<file path="config.mk">
export PLATFORM = sky130hd
export DESIGN_NAME = cache_mem_ctrl_flat
export DESIGN_NICKNAME = d
export VERILOG_FILES = /design/src/rtl/cache_mem_ctrl_if.sv /design/src/rtl/cache_mem_ctrl.sv /design/src/flat_wrapper.sv
export SDC_FILE = /design/constraint.sdc
export NUM_CORES = 1
export LEC_CHECK = 0
export BUFFER_PORTS_ARGS = -buffer_cell sky130_fd_sc_hd__buf_4
export CAP_MARGIN = 10
export CORE_AREA = 3 3 142 144
export CTS_BUF_LIST = sky130_fd_sc_hd__clkbuf_16
export CTS_CLUSTER_SIZE = 24
export DETAILED_ROUTE_END_ITERATION = 6
export DIE_AREA = 0 0 145 147
export GPL_TIMING_DRIVEN = 0
export PLACE_DENSITY_LB_ADDON = 0.1
export SYNTH_ARGS = -nofsm -noshare
export SYNTH_HDL_FRONTEND = slang
export SYNTH_SLANG_ARGS = --single-unit
</file>
<file path="constraint.sdc">
create_clock -name CLK -period 1.3 [get_ports CLK]
set_input_delay 0 -clock CLK [delete_from_list [all_inputs] [get_ports CLK]]
set_output_delay 0 -clock CLK [all_outputs]
set_load 0.1 [all_outputs]
</file>
<file path="src/rtl/cache_mem_ctrl_if.sv">
// Cache <-> memory-controller <-> RAM signal bundle.
// The slave modport is the controller's view; the master modport is the caches/RAM side.
interface cache_mem_ctrl_if;
    logic        iREN;
    logic [31:0] iaddr;
    logic        iwait;
    logic [31:0] iload;
    logic        dREN;
    logic        dWEN;
    logic [31:0] daddr;
    logic [31:0] dstore;
    logic        dwait;
    logic [31:0] dload;
    logic        ramREN;
    logic        ramWEN;
    logic [31:0] ramaddr;
    logic [31:0] ramstore;
    logic [31:0] ramload;
    logic [1:0]  ramstate;
    logic [31:0] ifill_cnt;
    logic [31:0] dread_cnt;
    logic [31:0] dwrite_cnt;

    modport slave (
        input  iREN, iaddr, dREN, dWEN, daddr, dstore, ramload, ramstate,
        output iwait, iload, dwait, dload, ramREN, ramWEN, ramaddr, ramstore,
               ifill_cnt, dread_cnt, dwrite_cnt
    );

    modport master (
        output iREN, iaddr, dREN, dWEN, daddr, dstore, ramload, ramstate,
        input  iwait, iload, dwait, dload, ramREN, ramWEN, ramaddr, ramstore,
               ifill_cnt, dread_cnt, dwrite_cnt
    );
endinterface

</file>
<file path="src/rtl/cache_mem_ctrl.sv">
// Arbitrates icache fills and dcache reads/writes onto a single-word RAM port.
// Optional completed-transaction counters are built when MC_STATS_EN is defined.
module cache_mem_ctrl (
    input  logic            CLK,
    input  logic            nRST,
    cache_mem_ctrl_if.slave bus
);
    typedef enum logic [1:0] {MC_IDLE, MC_IFETCH, MC_DREAD, MC_DWRITE} mc_state_e;
    localparam logic [1:0] RAM_ACCESS = 2'd2;

    mc_state_e state_q;
    logic      last_d_q;
    logic      ren_q;
    logic      wen_q;
    logic      ram_ok;
    logic      i_done;
    logic      d_done;

    assign ram_ok = (bus.ramstate == RAM_ACCESS);
    // Completion needs the class's request still up; a dropped request is a withdrawal.
    assign i_done = (state_q == MC_IFETCH) && bus.iREN && ram_ok;
    assign d_done = ((state_q == MC_DREAD && bus.dREN) ||
                     (state_q == MC_DWRITE && bus.dWEN)) && ram_ok;

    always_ff @(posedge CLK or negedge nRST) begin
        if (!nRST) begin
            state_q  <= MC_IDLE;
            last_d_q <= 1'b1;
            ren_q    <= 1'b0;
            wen_q    <= 1'b0;
        end else begin
            case (state_q)
                MC_IDLE: begin
                    // Data goes first unless icache also waits and data was served last.
                    if ((bus.dREN || bus.dWEN) && (!bus.iREN || !last_d_q)) begin
                        if (bus.dWEN) begin
                            state_q <= MC_DWRITE;
                            wen_q   <= 1'b1;
                        end else begin
                            state_q <= MC_DREAD;
                            ren_q   <= 1'b1;
                        end
                    end else if (bus.iREN) begin
                        state_q <= MC_IFETCH;
                        ren_q   <= 1'b1;
                    end
                end
                MC_IFETCH: begin
                    if (!bus.iREN || ram_ok) begin
                        state_q <= MC_IDLE;
                        ren_q   <= 1'b0;
                        if (bus.iREN) last_d_q <= 1'b0;
                    end
                end
                MC_DREAD: begin
                    if (!bus.dREN || ram_ok) begin
                        state_q <= MC_IDLE;
                        ren_q   <= 1'b0;
                        if (bus.dREN) last_d_q <= 1'b1;
                    end
                end
                MC_DWRITE: begin
                    if (!bus.dWEN || ram_ok) begin
                        state_q <= MC_IDLE;
                        wen_q   <= 1'b0;
                        if (bus.dWEN) last_d_q <= 1'b1;
                    end
                end
                default: begin
                    state_q <= MC_IDLE;
                    ren_q   <= 1'b0;
                    wen_q   <= 1'b0;
                end
            endcase
        end
    end

    assign bus.ramREN   = ren_q;
    assign bus.ramWEN   = wen_q;
    assign bus.ramaddr  = (state_q == MC_IFETCH) ? bus.iaddr :
                          (state_q == MC_IDLE)   ? 32'd0     : bus.daddr;
    assign bus.ramstore = (state_q == MC_DWRITE) ? bus.dstore : 32'd0;
    assign bus.iwait    = !i_done;
    assign bus.dwait    = !d_done;
    assign bus.iload    = bus.ramload;
    assign bus.dload    = bus.ramload;

`ifdef MC_STATS_EN
    logic [31:0] ifill_cnt_q;
    logic [31:0] dread_cnt_q;
    logic [31:0] dwrite_cnt_q;

    always_ff @(posedge CLK or negedge nRST) begin
        if (!nRST) begin
            ifill_cnt_q  <= 32'd0;
            dread_cnt_q  <= 32'd0;
            dwrite_cnt_q <= 32'd0;
        end else begin
            if (i_done)                             ifill_cnt_q  <= ifill_cnt_q + 32'd1;
            if (d_done && state_q == MC_DREAD)      dread_cnt_q  <= dread_cnt_q + 32'd1;
            if (d_done && state_q == MC_DWRITE)     dwrite_cnt_q <= dwrite_cnt_q + 32'd1;
        end
    end

    assign bus.ifill_cnt  = ifill_cnt_q;
    assign bus.dread_cnt  = dread_cnt_q;
    assign bus.dwrite_cnt = dwrite_cnt_q;
`else
    assign bus.ifill_cnt  = 32'd0;
    assign bus.dread_cnt  = 32'd0;
    assign bus.dwrite_cnt = 32'd0;
`endif
endmodule
</file>
<file path="src/flat_wrapper.sv">
// flat-port wrapper written by rule: the top's interface ports become plain ports
module cache_mem_ctrl_flat 
  (CLK, nRST, bus_iREN, bus_iaddr, bus_dREN, bus_dWEN, bus_daddr, bus_dstore, bus_ramload, bus_ramstate, bus_iwait, bus_iload, bus_dwait, bus_dload, bus_ramREN, bus_ramWEN, bus_ramaddr, bus_ramstore, bus_ifill_cnt, bus_dread_cnt, bus_dwrite_cnt);
  cache_mem_ctrl_if bus_i ();
  input  logic CLK;
  input  logic nRST;
  input wire logic [$bits(bus_i.iREN)-1:0] bus_iREN;
  input wire logic [$bits(bus_i.iaddr)-1:0] bus_iaddr;
  input wire logic [$bits(bus_i.dREN)-1:0] bus_dREN;
  input wire logic [$bits(bus_i.dWEN)-1:0] bus_dWEN;
  input wire logic [$bits(bus_i.daddr)-1:0] bus_daddr;
  input wire logic [$bits(bus_i.dstore)-1:0] bus_dstore;
  input wire logic [$bits(bus_i.ramload)-1:0] bus_ramload;
  input wire logic [$bits(bus_i.ramstate)-1:0] bus_ramstate;
  output wire logic [$bits(bus_i.iwait)-1:0] bus_iwait;
  output wire logic [$bits(bus_i.iload)-1:0] bus_iload;
  output wire logic [$bits(bus_i.dwait)-1:0] bus_dwait;
  output wire logic [$bits(bus_i.dload)-1:0] bus_dload;
  output wire logic [$bits(bus_i.ramREN)-1:0] bus_ramREN;
  output wire logic [$bits(bus_i.ramWEN)-1:0] bus_ramWEN;
  output wire logic [$bits(bus_i.ramaddr)-1:0] bus_ramaddr;
  output wire logic [$bits(bus_i.ramstore)-1:0] bus_ramstore;
  output wire logic [$bits(bus_i.ifill_cnt)-1:0] bus_ifill_cnt;
  output wire logic [$bits(bus_i.dread_cnt)-1:0] bus_dread_cnt;
  output wire logic [$bits(bus_i.dwrite_cnt)-1:0] bus_dwrite_cnt;
  assign bus_i.iREN = bus_iREN;
  assign bus_i.iaddr = bus_iaddr;
  assign bus_i.dREN = bus_dREN;
  assign bus_i.dWEN = bus_dWEN;
  assign bus_i.daddr = bus_daddr;
  assign bus_i.dstore = bus_dstore;
  assign bus_i.ramload = bus_ramload;
  assign bus_i.ramstate = bus_ramstate;
  assign bus_iwait = bus_i.iwait;
  assign bus_iload = bus_i.iload;
  assign bus_dwait = bus_i.dwait;
  assign bus_dload = bus_i.dload;
  assign bus_ramREN = bus_i.ramREN;
  assign bus_ramWEN = bus_i.ramWEN;
  assign bus_ramaddr = bus_i.ramaddr;
  assign bus_ramstore = bus_i.ramstore;
  assign bus_ifill_cnt = bus_i.ifill_cnt;
  assign bus_dread_cnt = bus_i.dread_cnt;
  assign bus_dwrite_cnt = bus_i.dwrite_cnt;
  cache_mem_ctrl u_core (.CLK(CLK), .nRST(nRST), .bus(bus_i));
endmodule
</file>
==> metrics.txt, run 1 <==
# TYPE chip_impl_metric gauge
chip_impl_metric{name="clkTransAtPathRegs",unit="ps"} 30
chip_impl_metric{name="initial_utilization",unit=""} 0.125
chip_impl_metric{name="yosys.cell_types.count",unit=""} 29
chip_impl_metric{name="detailedRoute.firstPassIterationCount",unit=""} 4
chip_impl_info{name="synth_most_common_cell",value="sky130_fd_sc_hd__buf_4"} 1
chip_impl_metric{name="synth.cell_area",unit="um^2"} 2350
chip_impl_metric{name="synth-async-reset-ratio",unit=""} 1.00
chip_impl_metric{name="core.rowCount",unit=""} 50
chip_impl_metric{name="detail_route.vias_per_cell",unit=""} 3.26
chip_impl_metric{name="die_width",unit="um"} 145
chip_impl_info{name="timing.critical_path.slowest_stage_cell",value="sky130_fd_sc_hd__dfrtp_2"} 1
chip_impl_metric{name="number_of_enable_type_register_cells_in_the_synthesized_netlist",unit=""} 0
chip_impl_metric{name="ys_seq_area_frac",unit=""} 0.0537
chip_impl_metric{name="setup_violations",unit=""} 71
chip_impl_info{name="status",value="finished, violations left"} 1
chip_impl_metric{name="finalCritPeriodShare",unit=""} 1.25
chip_impl_metric{name="drc_errors",unit=""} 0
chip_impl_metric{name="drt-initial-drc-count",unit=""} 37
chip_impl_info{name="failed_checks",value="negative setup slack"} 1
chip_impl_metric{name="yosys.area.top_type_share",unit=""} 0.520
chip_impl_metric{name="io-pin-count",unit=""} 363
chip_impl_metric{name="diodes",unit=""} 0
chip_impl_info{name="clock_tree.root_cell",value="sky130_fd_sc_hd__clkbuf_16"} 1
chip_impl_metric{name="skew",unit="ps"} 0.0624
chip_impl_info{name="crit_path_cell_trace",value="ha_4, buf_12, buf_12, nand2b_4, o21ai_4, buf_12"} 1
chip_impl_metric{name="grt_start_max_net_pins",unit=""} 11
chip_impl_metric{name="timing.max_cap.violations",unit=""} 0
chip_impl_metric{name="gp_congestion",unit=""} 0.748
chip_impl_metric{name="area_growth_synth_to_finish",unit="%"} 205
chip_impl_info{name="critical_path_class",value="reg -> out"} 1
chip_impl_metric{name="syn-mean-instance-area",unit="um^2"} 6.80
chip_impl_metric{name="worst-path-buf-inv",unit=""} 3
chip_impl_metric{name="cp.required",unit="ps"} 1300
chip_impl_metric{name="grt_antenna_before_repair",unit=""} 0
chip_impl_info{name="timing.critical_path.max_delay_family",value="buffers and inverters"} 1
chip_impl_metric{name="clock_sink_count",unit=""} 5
chip_impl_metric{name="layout-drive-gt1-share",unit=""} 0.822
chip_impl_metric{name="place_inst",unit=""} 935
chip_impl_metric{name="grt_first_pass_wirelength",unit="um"} 17500
chip_impl_metric{name="cts-buffers-inserted",unit=""} 3
chip_impl_info{name="synth_top_flop_cell",value="sky130_fd_sc_hd__dfrtp_1"} 1
chip_impl_metric{name="worstSkewPairLatency",unit="ps"} 230
chip_impl_metric{name="worstPathArrival",unit="ps"} 1630
chip_impl_metric{name="dieHeight",unit="um"} 147
chip_impl_metric{name="period_minus_slack",unit="ps"} 1630
chip_impl_metric{name="port_buffers",unit=""} 234
chip_impl_metric{name="power.density_cell_area",unit="nW/um^2"} 2530
chip_impl_metric{name="grt.total_usage",unit=""} 0.0999
chip_impl_info{name="yosysTopAreaCell",value="sky130_fd_sc_hd__buf_4"} 1
chip_impl_metric{name="cp_max_fo",unit=""} 8
chip_impl_metric{name="fin_util",unit=""} 0.381
chip_impl_metric{name="gate_count_of_the_mapped_netlist",unit=""} 346
chip_impl_metric{name="max-clock-path-buffers",unit=""} 2
chip_impl_info{name="hold_path.class",value="in -> async"} 1
chip_impl_metric{name="avgRoutedWirePerCell",unit="um"} 12.0
chip_impl_metric{name="design.final.nets",unit=""} 847
chip_impl_metric{name="grt_pass1_vias",unit=""} 3310
chip_impl_info{name="synth.top_cells.by_area",value="sky130_fd_sc_hd__buf_4, sky130_fd_sc_hd__and2_1, sky130_fd_sc_hd__nand2b_1"} 1
chip_impl_metric{name="h-tree-depth",unit=""} 1
chip_impl_info{name="worst_path_most_repeated_cell",value="sky130_fd_sc_hd__buf_12"} 1
chip_impl_metric{name="yosys_warnings",unit=""} 0
chip_impl_metric{name="peakVddDrop",unit="uV"} 1120
chip_impl_info{name="endpoint_class_of_the_critical_path",value="output port"} 1
chip_impl_info{name="cts_tree",value="built"} 1
chip_impl_metric{name="core_area",unit="um^2"} 18800
chip_impl_info{name="timing.critical_path.from_type",value="register"} 1
chip_impl_metric{name="fillers",unit=""} 1905
chip_impl_metric{name="postLayoutSetupSlackWorst",unit="ps"} -328
chip_impl_metric{name="antenna_violating_nets_post_route",unit=""} 0
chip_impl_info{name="post_synth_most_frequent_cells",value="sky130_fd_sc_hd__buf_4, sky130_fd_sc_hd__nand2_1, sky130_fd_sc_hd__o21ai_0, sky130_fd_sc_hd__and2_1, sky130_fd_sc_hd__nand2b_1"} 1
chip_impl_metric{name="die_area",unit="um^2"} 21300
chip_impl_metric{name="report.final.hold_viol_count",unit=""} 0
chip_impl_metric{name="final-max-slew-violation-count",unit=""} 0
chip_impl_metric{name="yosys_register_bits",unit=""} 5
chip_impl_info{name="rsz0062_at_grt",value="true"} 1
chip_impl_metric{name="cpPeakStageDelay",unit="ps"} 430
chip_impl_metric{name="fmaxAchievable",unit="GHz"} 0.614
chip_impl_metric{name="stdcell_count",unit=""} 966
chip_impl_metric{name="dpl.hpwl",unit="um"} 9580
chip_impl_metric{name="routed_wl",unit="um"} 11600
chip_impl_metric{name="grt_overflow_total",unit=""} 0
chip_impl_metric{name="routed-via-count",unit=""} 3148
chip_impl_metric{name="p_leak",unit="uW"} 0.00370
sequential cells by signal, summed over array words and instances (netlist names):
register / cells
u_core.bus.ramREN: 1
u_core.bus.ramWEN: 1
u_core.last_d_q: 1
u_core.state_q: 2
area by class of cell:
type                    instances  area, um^2  area share
multi-input cells             257        2220       0.310
clock inverters                 1        3.75    0.000523
clock buffers                   3        75.1      0.0105
inverters                       5        18.8     0.00262
well taps                     260         325      0.0453
flip-flops and latches          5         128      0.0178
plain buffers                 173        1440       0.201
repair buffers                262        2960       0.413
per-stage QoR:
step | worst slack (ps) | setup TNS (ps) | total power, uW | instance area (um^2) | hold slack (ps)
3_3_place_gp | -442 | -22610 | 13500 | 5450 | -192
2_1_floorplan | -273 | -7980 | 11300 | 3370 | -296
4_1_cts | -340 | -19430 | 17800 | 6970 | 147
6_report | -328 | -20370 | 18100 | 7180 | 140
3_5_place_dp | -447 | -23140 | 13500 | 5450 | -191
5_1_grt | -401 | -24150 | 18700 | 7180 | 153
routing by layer:
layer | GRT usage | part of all wire
met1 | 0.0916 | 0.30
met2 | 0.214 | 0.59
met3 | 0.0333 | 0.11
met4 | 0.0128 | 0.0040
met5 | 0 | 0
final timing paths:
check | depth (start not counted) | startpoint | endpoint | slack (ps)
worst max-delay path | 6 | u_core.state_q[0] | bus_ramaddr[27] | -330
worst min-delay path | 2 | nRST | u_core.bus.ramREN | 140
worst max register to register | 7 | u_core.state_q[1] | u_core.state_q[1] | -270
worst min register to register | 2 | u_core.last_d_q | u_core.last_d_q | 490
max in group asynchronous | 2 | nRST | u_core.last_d_q | 960
min in group CLK | 3 | bus_dWEN | u_core.bus.ramWEN | 150
kinds of logic (layout without fill, tap and decap cells):
logic type | Yosys count | after routing | share of synthesized area
compound gates | 44 | 44 | 0.106
fa+ha+maj | 5 | 5 | 0.0266
buf+inv | 179 | 444 | 0.547
flops | 5 | 5 | 0.0537
mux | 3 | 3 | 0.0128
other cells | 1 | 96 | 0.00159
simple gates | 109 | 109 | 0.252
power by group:
part / total [uW] / internal [uW] / switching (uW)
Sequential: 300 / 240 / 59.6
Combinational: 17300 / 6630 / 10700
Clock: 499 / 398 / 101
Total: 18100 / 7260 / 10900
what timing repair did:
action,4_1_cts,5_1_grt
hold buffers,1,0
hold endpoints to repair,5,0
setup buffers,12,5
pin swaps,26,3
gates resized for setup,281,33
setup endpoints to repair,71,71
gates cloned,7,3
cells in the final DEF, fill, tap and decap left out, drive strengths merged:
| master | count |
|---|---|
| buf | 419 |
| conb | 96 |
| nand2 | 36 |
| o21ai | 34 |
| and2 | 32 |
| nand2b | 31 |
| clkbuf | 18 |
| inv | 6 |
| ha | 5 |
| dfrtp | 4 |
| mux2i | 3 |
| nor2 | 3 |
| a31oi | 3 |
| a22o | 2 |
| and2b | 1 |
| nand3 | 1 |
| a21bo | 1 |
| nand3b | 1 |
| o2bb2ai | 1 |
| a21oi | 1 |
| a211oi | 1 |
| or3 | 1 |
| or2b | 1 |
| nand4b | 1 |
| nor2b | 1 |
| a21boi | 1 |
| dlygate4sd3 | 1 |
| dfstp | 1 |
(Power assumes the default switching activity.)
==> run 2, diff against run 1 <==
--- a/config.mk
+++ b/config.mk
@@ -14,6 +14,7 @@
 export DIE_AREA = 0 0 145 147
 export GPL_TIMING_DRIVEN = 0
 export PLACE_DENSITY_LB_ADDON = 0.1
+export SKIP_CTS_REPAIR_TIMING = 1
 export SYNTH_ARGS = -nofsm -noshare
 export SYNTH_HDL_FRONTEND = slang
 export SYNTH_SLANG_ARGS = --single-unit
==> constraint.sdc (replaced) <==
create_clock -name CLK -period 1.35 [get_ports CLK]
set_input_delay 0 -clock CLK [delete_from_list [all_inputs] [get_ports CLK]]
set_output_delay 0 -clock CLK [all_outputs]
set_load 0.1 [all_outputs]
==> run 2 against run 1 <==
The run still ends with negative setup slack left; design area fell by 6.2%; combinational power fell by 9%; global-route usage fell by 0.98 points; first-iteration DRC count rose by 24%; worst hold slack got worse by 17 ps; clock-buffer cell count did not move; via count fell by 3.9%; critical path depth did not move; power fell by 8.9%; routed wire length fell by 3.9%; sequential cell count did not move; sequential power rose by 4%; critical endpoint is now bus_ramaddr[5]; largest cell class unchanged; largest power group unchanged.
==> metrics.txt, run 2 (same netlist as run 1, synthesis figures left out) <==
# TYPE chip_impl_metric gauge
chip_impl_info{name="status",value="finished, violations left"} 1
chip_impl_info{name="failed_checks",value="negative setup slack"} 1
chip_impl_metric{name="setup_violations",unit=""} 69
chip_impl_metric{name="die_area",unit="um^2"} 21300
chip_impl_info{name="hold_path.class",value="in -> async"} 1
chip_impl_info{name="endpoint_class_of_the_critical_path",value="output port"} 1
chip_impl_metric{name="stdcell_count",unit=""} 952
chip_impl_metric{name="detail_route.vias_per_cell",unit=""} 3.18
chip_impl_metric{name="io-pin-count",unit=""} 363
chip_impl_metric{name="h-tree-depth",unit=""} 1
chip_impl_metric{name="global_route.usage.met2",unit=""} 0.185
chip_impl_metric{name="grt.total_usage",unit=""} 0.0900
chip_impl_info{name="registers.top_by_ff_count",value="u_core.state_q"} 1
chip_impl_info{name="layout.cells.most_common_list",value="sky130_fd_sc_hd__buf_4, sky130_fd_sc_hd__conb_1, sky130_fd_sc_hd__buf_12"} 1
chip_impl_metric{name="cts-buffers-inserted",unit=""} 3
chip_impl_metric{name="power.density_cell_area",unit="nW/um^2"} 2450
chip_impl_metric{name="cp_max_fo",unit=""} 6
chip_impl_info{name="worstReg2RegStart",value="u_core.state_q[0]"} 1
chip_impl_metric{name="core_area",unit="um^2"} 18800
chip_impl_metric{name="clock_sink_count",unit=""} 5
chip_impl_info{name="timing.critical_path.from_type",value="register"} 1
chip_impl_metric{name="avgRoutedWirePerCell",unit="um"} 11.7
chip_impl_metric{name="grt_pass1_vias",unit=""} 3045
chip_impl_metric{name="design.final.nets",unit=""} 833
chip_impl_metric{name="grt_first_pass_wirelength",unit="um"} 16100
chip_impl_metric{name="rr_worst_depth",unit=""} 6
chip_impl_metric{name="routed_wl",unit="um"} 11200
chip_impl_metric{name="drc_errors",unit=""} 0
chip_impl_metric{name="initial_utilization",unit=""} 0.125
chip_impl_metric{name="drt-initial-drc-count",unit=""} 46
chip_impl_metric{name="dpl.hpwl",unit="um"} 9660
chip_impl_metric{name="postLayoutSetupSlackWorst",unit="ps"} -321
chip_impl_metric{name="grt_antenna_before_repair",unit=""} 0
chip_impl_info{name="cts_tree",value="built"} 1
chip_impl_metric{name="cp.required",unit="ps"} 1350
chip_impl_info{name="rsz0062_at_grt",value="true"} 1
chip_impl_info{name="critical_path_class",value="reg -> out"} 1
chip_impl_metric{name="met1_usage",unit=""} 0.0883
chip_impl_metric{name="worstPathArrival",unit="ps"} 1670
chip_impl_metric{name="detailedRoute.firstPassIterationCount",unit=""} 4
chip_impl_metric{name="placed_area",unit="um^2"} 5360
chip_impl_metric{name="skew",unit="ps"} 0.794
chip_impl_metric{name="grt_overflow_total",unit=""} 0
chip_impl_metric{name="peakVddDrop",unit="uV"} 676
chip_impl_metric{name="dieHeight",unit="um"} 147
chip_impl_info{name="clock_tree.root_cell",value="sky130_fd_sc_hd__clkbuf_16"} 1
chip_impl_metric{name="period_minus_slack",unit="ps"} 1670
chip_impl_metric{name="max-clock-path-buffers",unit=""} 2
chip_impl_metric{name="groute.layer.met3.usage",unit=""} 0.0342
chip_impl_metric{name="gp_congestion",unit=""} 0.684
chip_impl_metric{name="antenna_violating_nets_post_route",unit=""} 0
chip_impl_metric{name="max_reg_flops",unit=""} 2
chip_impl_metric{name="finalCritPeriodShare",unit=""} 1.24
chip_impl_info{name="layout_commonest_cell",value="sky130_fd_sc_hd__buf_4"} 1
chip_impl_metric{name="die_width",unit="um"} 145
chip_impl_info{name="r2r-end",value="u_core.last_d_q"} 1
chip_impl_metric{name="worstSkewPairLatency",unit="ps"} 230
chip_impl_metric{name="p_leak",unit="uW"} 0.00346
chip_impl_metric{name="core.rowCount",unit=""} 50
chip_impl_metric{name="fmaxAchievable",unit="GHz"} 0.598
chip_impl_metric{name="final-max-slew-violation-count",unit=""} 0
chip_impl_metric{name="grt_start_max_net_pins",unit=""} 11
chip_impl_metric{name="diodes",unit=""} 0
chip_impl_metric{name="report.final.hold_viol_count",unit=""} 0
chip_impl_metric{name="place_inst",unit=""} 935
chip_impl_metric{name="clkTransAtPathRegs",unit="ps"} 30
chip_impl_metric{name="timing.max_cap.violations",unit=""} 0
chip_impl_metric{name="fin_util",unit=""} 0.357
chip_impl_metric{name="area_growth_synth_to_finish",unit="%"} 186
chip_impl_metric{name="final_area",unit="um^2"} 6730
chip_impl_info{name="grt.busiest_layer",value="met2"} 1
chip_impl_metric{name="routed-via-count",unit=""} 3026
chip_impl_metric{name="tns",unit="ps"} -14250
chip_impl_metric{name="port_buffers",unit=""} 234
chip_impl_metric{name="placement.setup.worst_slack",unit="ps"} -512
chip_impl_metric{name="regToRegSetupSlack",unit="ps"} -220
chip_impl_metric{name="layout-drive-gt1-share",unit=""} 0.770
run 2: cell count changes in the layout (fill, tap and decap cells not counted), moves of 5 or more:
cell                        previous run  this run
sky130_fd_sc_hd__nand2b_4             29        22
sky130_fd_sc_hd__nand2_2              18         6
sky130_fd_sc_hd__nand2b_1              2         9
sky130_fd_sc_hd__clkbuf_16            13         8
sky130_fd_sc_hd__buf_4               342       335
sky130_fd_sc_hd__nand2_1               4        27
sky130_fd_sc_hd__nand2_4              14         3
run 2: cell type report:
class / instances / area, um^2
Buffer: 174 / 1440
Clock buffer: 3 / 75.1
Clock inverter: 1 / 3.75
Fill cell: 1917 / 12100
Inverter: 5 / 21.3
Multi-Input combinational cell: 257 / 2000
Sequential cell: 5 / 129
Tap cell: 260 / 325
Timing Repair Buffer: 247 / 2740
run 2: per-stage QoR:
step | power [uW] | hold WS (ps)
after floorplan | 10600 | -296
after global placement | 12700 | -195
after detailed placement | 12700 | -192
after CTS | 13200 | -430
after global routing | 17100 | 139
final | 16500 | 124
run 2: where the power goes:
part / leakage [uW] / switching (uW) / internal [uW] / total [uW]
clock network: 0.0000423 / 93.7 / 383 / 477
registers: 0.0000537 / 77.9 / 234 / 312
logic: 0.00336 / 9980 / 5750 / 15700
total: 0.00346 / 10200 / 6360 / 16500
run 2: worst max path at each step:
stage | startpoint | end | slack (ps) | cells after the start
after floorplan | u_core.state_q[1] | bus_ramaddr[27] | -270 | 6
after global placement | u_core.state_q[1] | bus_ramaddr[27] | -510 | 8
after detailed placement | u_core.state_q[1] | bus_ramaddr[21] | -510 | 8
after CTS | u_core.state_q[1] | bus_ramaddr[21] | -760 | 8
after global routing | u_core.state_q[1] | bus_ramaddr[14] | -370 | 8
final | u_core.state_q[0] | bus_ramaddr[5] | -320 | 6
run 2: worst max-delay path, stage by stage, from the launching register on:
cell	delay, ps
sky130_fd_sc_hd__dfrtp_2	450
sky130_fd_sc_hd__ha_4	200
sky130_fd_sc_hd__buf_8	140
sky130_fd_sc_hd__buf_4	160
sky130_fd_sc_hd__nand2b_4	150
sky130_fd_sc_hd__o21ai_4	160
sky130_fd_sc_hd__buf_12	190
run 2: routing by layer:
layer  routed length [um]  vias to the layer above
met2                 6510                      202
met4                   13                        0
met5                    0                        -
met3                 1240                        2
met1                 3400                     1304
li1                     -                     1518
==> run 3, diff against run 2 <==
--- a/config.mk
+++ b/config.mk
@@ -14,6 +14,7 @@
 export DIE_AREA = 0 0 145 147
 export GPL_TIMING_DRIVEN = 0
 export PLACE_DENSITY_LB_ADDON = 0.1
+export REMOVE_ABC_BUFFERS = 1
 export SKIP_CTS_REPAIR_TIMING = 1
 export SYNTH_ARGS = -nofsm -noshare
 export SYNTH_HDL_FRONTEND = slang
==> run 3 against run 2 <==
Routed wire length increased by 20%; critical path depth increased by 2; fmax decreased by 1.2%; core utilization decreased by 8.9 points; power decreased by 7.0%; worst hold slack got worse by 120 ps; design area decreased by 25%; the flow still finishes with violations (negative setup slack); combinational power decreased by 7%; highest routed layer is now met5; sequential cell count unchanged.
==> metrics.txt, run 3 (same netlist as run 1, synthesis figures left out) <==
# TYPE chip_impl_metric gauge
chip_impl_info{name="status",value="finished, violations left"} 1
chip_impl_info{name="failed_checks",value="negative setup slack"} 1
chip_impl_metric{name="die_width",unit="um"} 145
chip_impl_metric{name="grt_overflow_total",unit=""} 0
chip_impl_metric{name="cpPeakStageDelay",unit="ps"} 440
chip_impl_metric{name="grt.total_usage",unit=""} 0.0865
chip_impl_metric{name="area_growth_synth_to_finish",unit="%"} 115
chip_impl_metric{name="grt_antenna_before_repair",unit=""} 0
chip_impl_metric{name="max_reg_flops",unit=""} 2
chip_impl_metric{name="timing.max_cap.violations",unit=""} 0
chip_impl_metric{name="finalCritPeriodShare",unit=""} 1.25
chip_impl_metric{name="max-clock-path-buffers",unit=""} 2
chip_impl_info{name="hold_path.class",value="in -> out"} 1
chip_impl_metric{name="final-max-slew-violation-count",unit=""} 0
chip_impl_metric{name="postLayoutSetupSlackWorst",unit="ps"} -342
chip_impl_metric{name="power.total",unit="uW"} 15400
chip_impl_metric{name="stdcell_count",unit=""} 737
chip_impl_metric{name="grt_pass1_vias",unit=""} 1986
chip_impl_info{name="critical_path_class",value="reg -> out"} 1
chip_impl_metric{name="port_buffers",unit=""} 170
chip_impl_metric{name="final_area",unit="um^2"} 5060
chip_impl_metric{name="cts-buffers-inserted",unit=""} 3
chip_impl_metric{name="drt-initial-drc-count",unit=""} 23
chip_impl_info{name="timing.critical_path.from_type",value="register"} 1
chip_impl_metric{name="p_leak",unit="uW"} 0.00234
chip_impl_info{name="timing.critical_path.slowest_stage_cell",value="sky130_fd_sc_hd__dfrtp_2"} 1
chip_impl_metric{name="clkTransAtPathRegs",unit="ps"} 40
chip_impl_metric{name="fmaxAchievable",unit="GHz"} 0.591
chip_impl_metric{name="die_area",unit="um^2"} 21300
chip_impl_info{name="layout_commonest_cell",value="sky130_fd_sc_hd__buf_4"} 1
chip_impl_metric{name="initial_utilization",unit=""} 0.125
chip_impl_metric{name="place_inst",unit=""} 698
chip_impl_metric{name="antenna_violating_nets_post_route",unit=""} 0
chip_impl_metric{name="period_minus_slack",unit="ps"} 1690
chip_impl_metric{name="placed_area",unit="um^2"} 3070
chip_impl_info{name="cts_tree",value="built"} 1
chip_impl_metric{name="cp.required",unit="ps"} 1350
chip_impl_metric{name="routed-via-count",unit=""} 2467
chip_impl_metric{name="grt_start_max_net_pins",unit=""} 45
chip_impl_metric{name="skew",unit="ps"} 3.54
chip_impl_metric{name="detailedRoute.firstPassIterationCount",unit=""} 4
chip_impl_info{name="rsz0062_at_grt",value="true"} 1
chip_impl_metric{name="io-pin-count",unit=""} 363
chip_impl_metric{name="placement.setup.worst_slack",unit="ps"} -842
chip_impl_metric{name="detail_route.vias_per_cell",unit=""} 3.35
chip_impl_metric{name="fin_util",unit=""} 0.269
chip_impl_info{name="endpoint_class_of_the_critical_path",value="output port"} 1
chip_impl_info{name="registers.top_by_ff_count",value="u_core.state_q"} 1
chip_impl_metric{name="dieHeight",unit="um"} 147
chip_impl_metric{name="avgRoutedWirePerCell",unit="um"} 18.1
chip_impl_info{name="layout.cells.most_common_list",value="sky130_fd_sc_hd__buf_4, sky130_fd_sc_hd__conb_1, sky130_fd_sc_hd__buf_12"} 1
chip_impl_metric{name="gp_congestion",unit=""} 0.655
chip_impl_metric{name="drc_errors",unit=""} 0
chip_impl_metric{name="setup_violations",unit=""} 71
chip_impl_metric{name="peakVddDrop",unit="uV"} 767
chip_impl_metric{name="dpl.hpwl",unit="um"} 8870
chip_impl_info{name="clock_tree.root_cell",value="sky130_fd_sc_hd__clkbuf_16"} 1
chip_impl_metric{name="report.final.hold_viol_count",unit=""} 0
chip_impl_metric{name="core.rowCount",unit=""} 50
chip_impl_metric{name="worstPathArrival",unit="ps"} 1690
chip_impl_metric{name="core_area",unit="um^2"} 18800
chip_impl_info{name="crit_path_cell_trace",value="inv_4, ha_4, buf_12, buf_4, buf_6, nand2_1, o21ai_1, clkbuf_8"} 1
chip_impl_metric{name="h-tree-depth",unit=""} 1
chip_impl_metric{name="worstSkewPairLatency",unit="ps"} 230
chip_impl_metric{name="power.density_cell_area",unit="nW/um^2"} 3040
chip_impl_metric{name="routed_wl",unit="um"} 13300
chip_impl_metric{name="design.final.nets",unit=""} 618
chip_impl_metric{name="diodes",unit=""} 0
chip_impl_metric{name="grt_first_pass_wirelength",unit="um"} 13900
chip_impl_metric{name="clock_sink_count",unit=""} 5
chip_impl_metric{name="cp_max_fo",unit=""} 8
chip_impl_metric{name="layout-drive-gt1-share",unit=""} 0.650
chip_impl_metric{name="fillers",unit=""} 2027
run 3: changes by cell type in the layout (fill, tap and decap cells not counted), moves of 3 or more:
cell / before / now
sky130_fd_sc_hd__buf_4: 335 / 119
sky130_fd_sc_hd__and2_2: 6 / 0
sky130_fd_sc_hd__nand2_4: 3 / 0
sky130_fd_sc_hd__nand2_1: 27 / 32
sky130_fd_sc_hd__o21ai_2: 0 / 4
sky130_fd_sc_hd__o21ai_4: 30 / 24
sky130_fd_sc_hd__and2_4: 26 / 31
run 3: through the flow:
stage	setup TNS, ps	hold WS [ps]
6_report	-17780	0.378
5_1_grt	-20530	0.888
4_1_cts	-48770	-429
3_5_place_dp	-33180	-187
3_3_place_gp	-72510	-191
2_1_floorplan	-82230	-296
run 3: final cells by class:
type                    instances  area [um^2]  share of cell area
clock buffers                   3         75.1              0.0148
clock inverters                 1         3.75            0.000742
inverters                       5         21.3             0.00421
multi-input cells             257         1930               0.382
flip-flops and latches          5          129              0.0255
well taps                     260          325              0.0643
repair buffers                206         2570               0.509
run 3: path summary, 6_finish.rpt:
| path | slack [ps] | to | startpoint | cells after the start |
|---|---|---|---|---|
| min in group asynchronous | 110 | u_core.bus.ramREN | nRST | 2 |
| max in group asynchronous | 1040 | u_core.last_d_q | nRST | 2 |
| setup / recovery | -340 | bus_ramaddr[2] | u_core.state_q[1] | 8 |
| hold / removal | 0.4 | bus_iload[19] | bus_ramload[19] | 0 |
| setup reg to reg | -300 | u_core.state_q[1] | u_core.state_q[1] | 7 |
| hold reg to reg | 480 | u_core.last_d_q | u_core.last_d_q | 2 |
run 3: critical path, delay by kind of cell, from the launching register on:
kind | cells | cell delay (ps)
compound gates | 1 | 90
fa+ha+maj | 1 | 150
buf+inv | 5 | 720
flops | 1 | 440
simple gates | 1 | 50
run 3: where the power goes:
group	switching, uW	internal (uW)	total, uW	leakage (uW)
Clock	101	384	485	0.0000423
Sequential	72.9	234	307	0.0000537
Combinational	9280	5300	14600	0.00224
Total	9460	5910	15400	0.00234
run 3: metal layers:
metal | part of all wire | vias to the layer above | global-route usage
met5 | 0.0028 | - | 0.0227
met4 | 0.00060 | 2 | 0.00855
met3 | 0.17 | 4 | 0.0854
met2 | 0.48 | 246 | 0.128
met1 | 0.35 | 1122 | 0.0898
li1 | - | 1093 | -
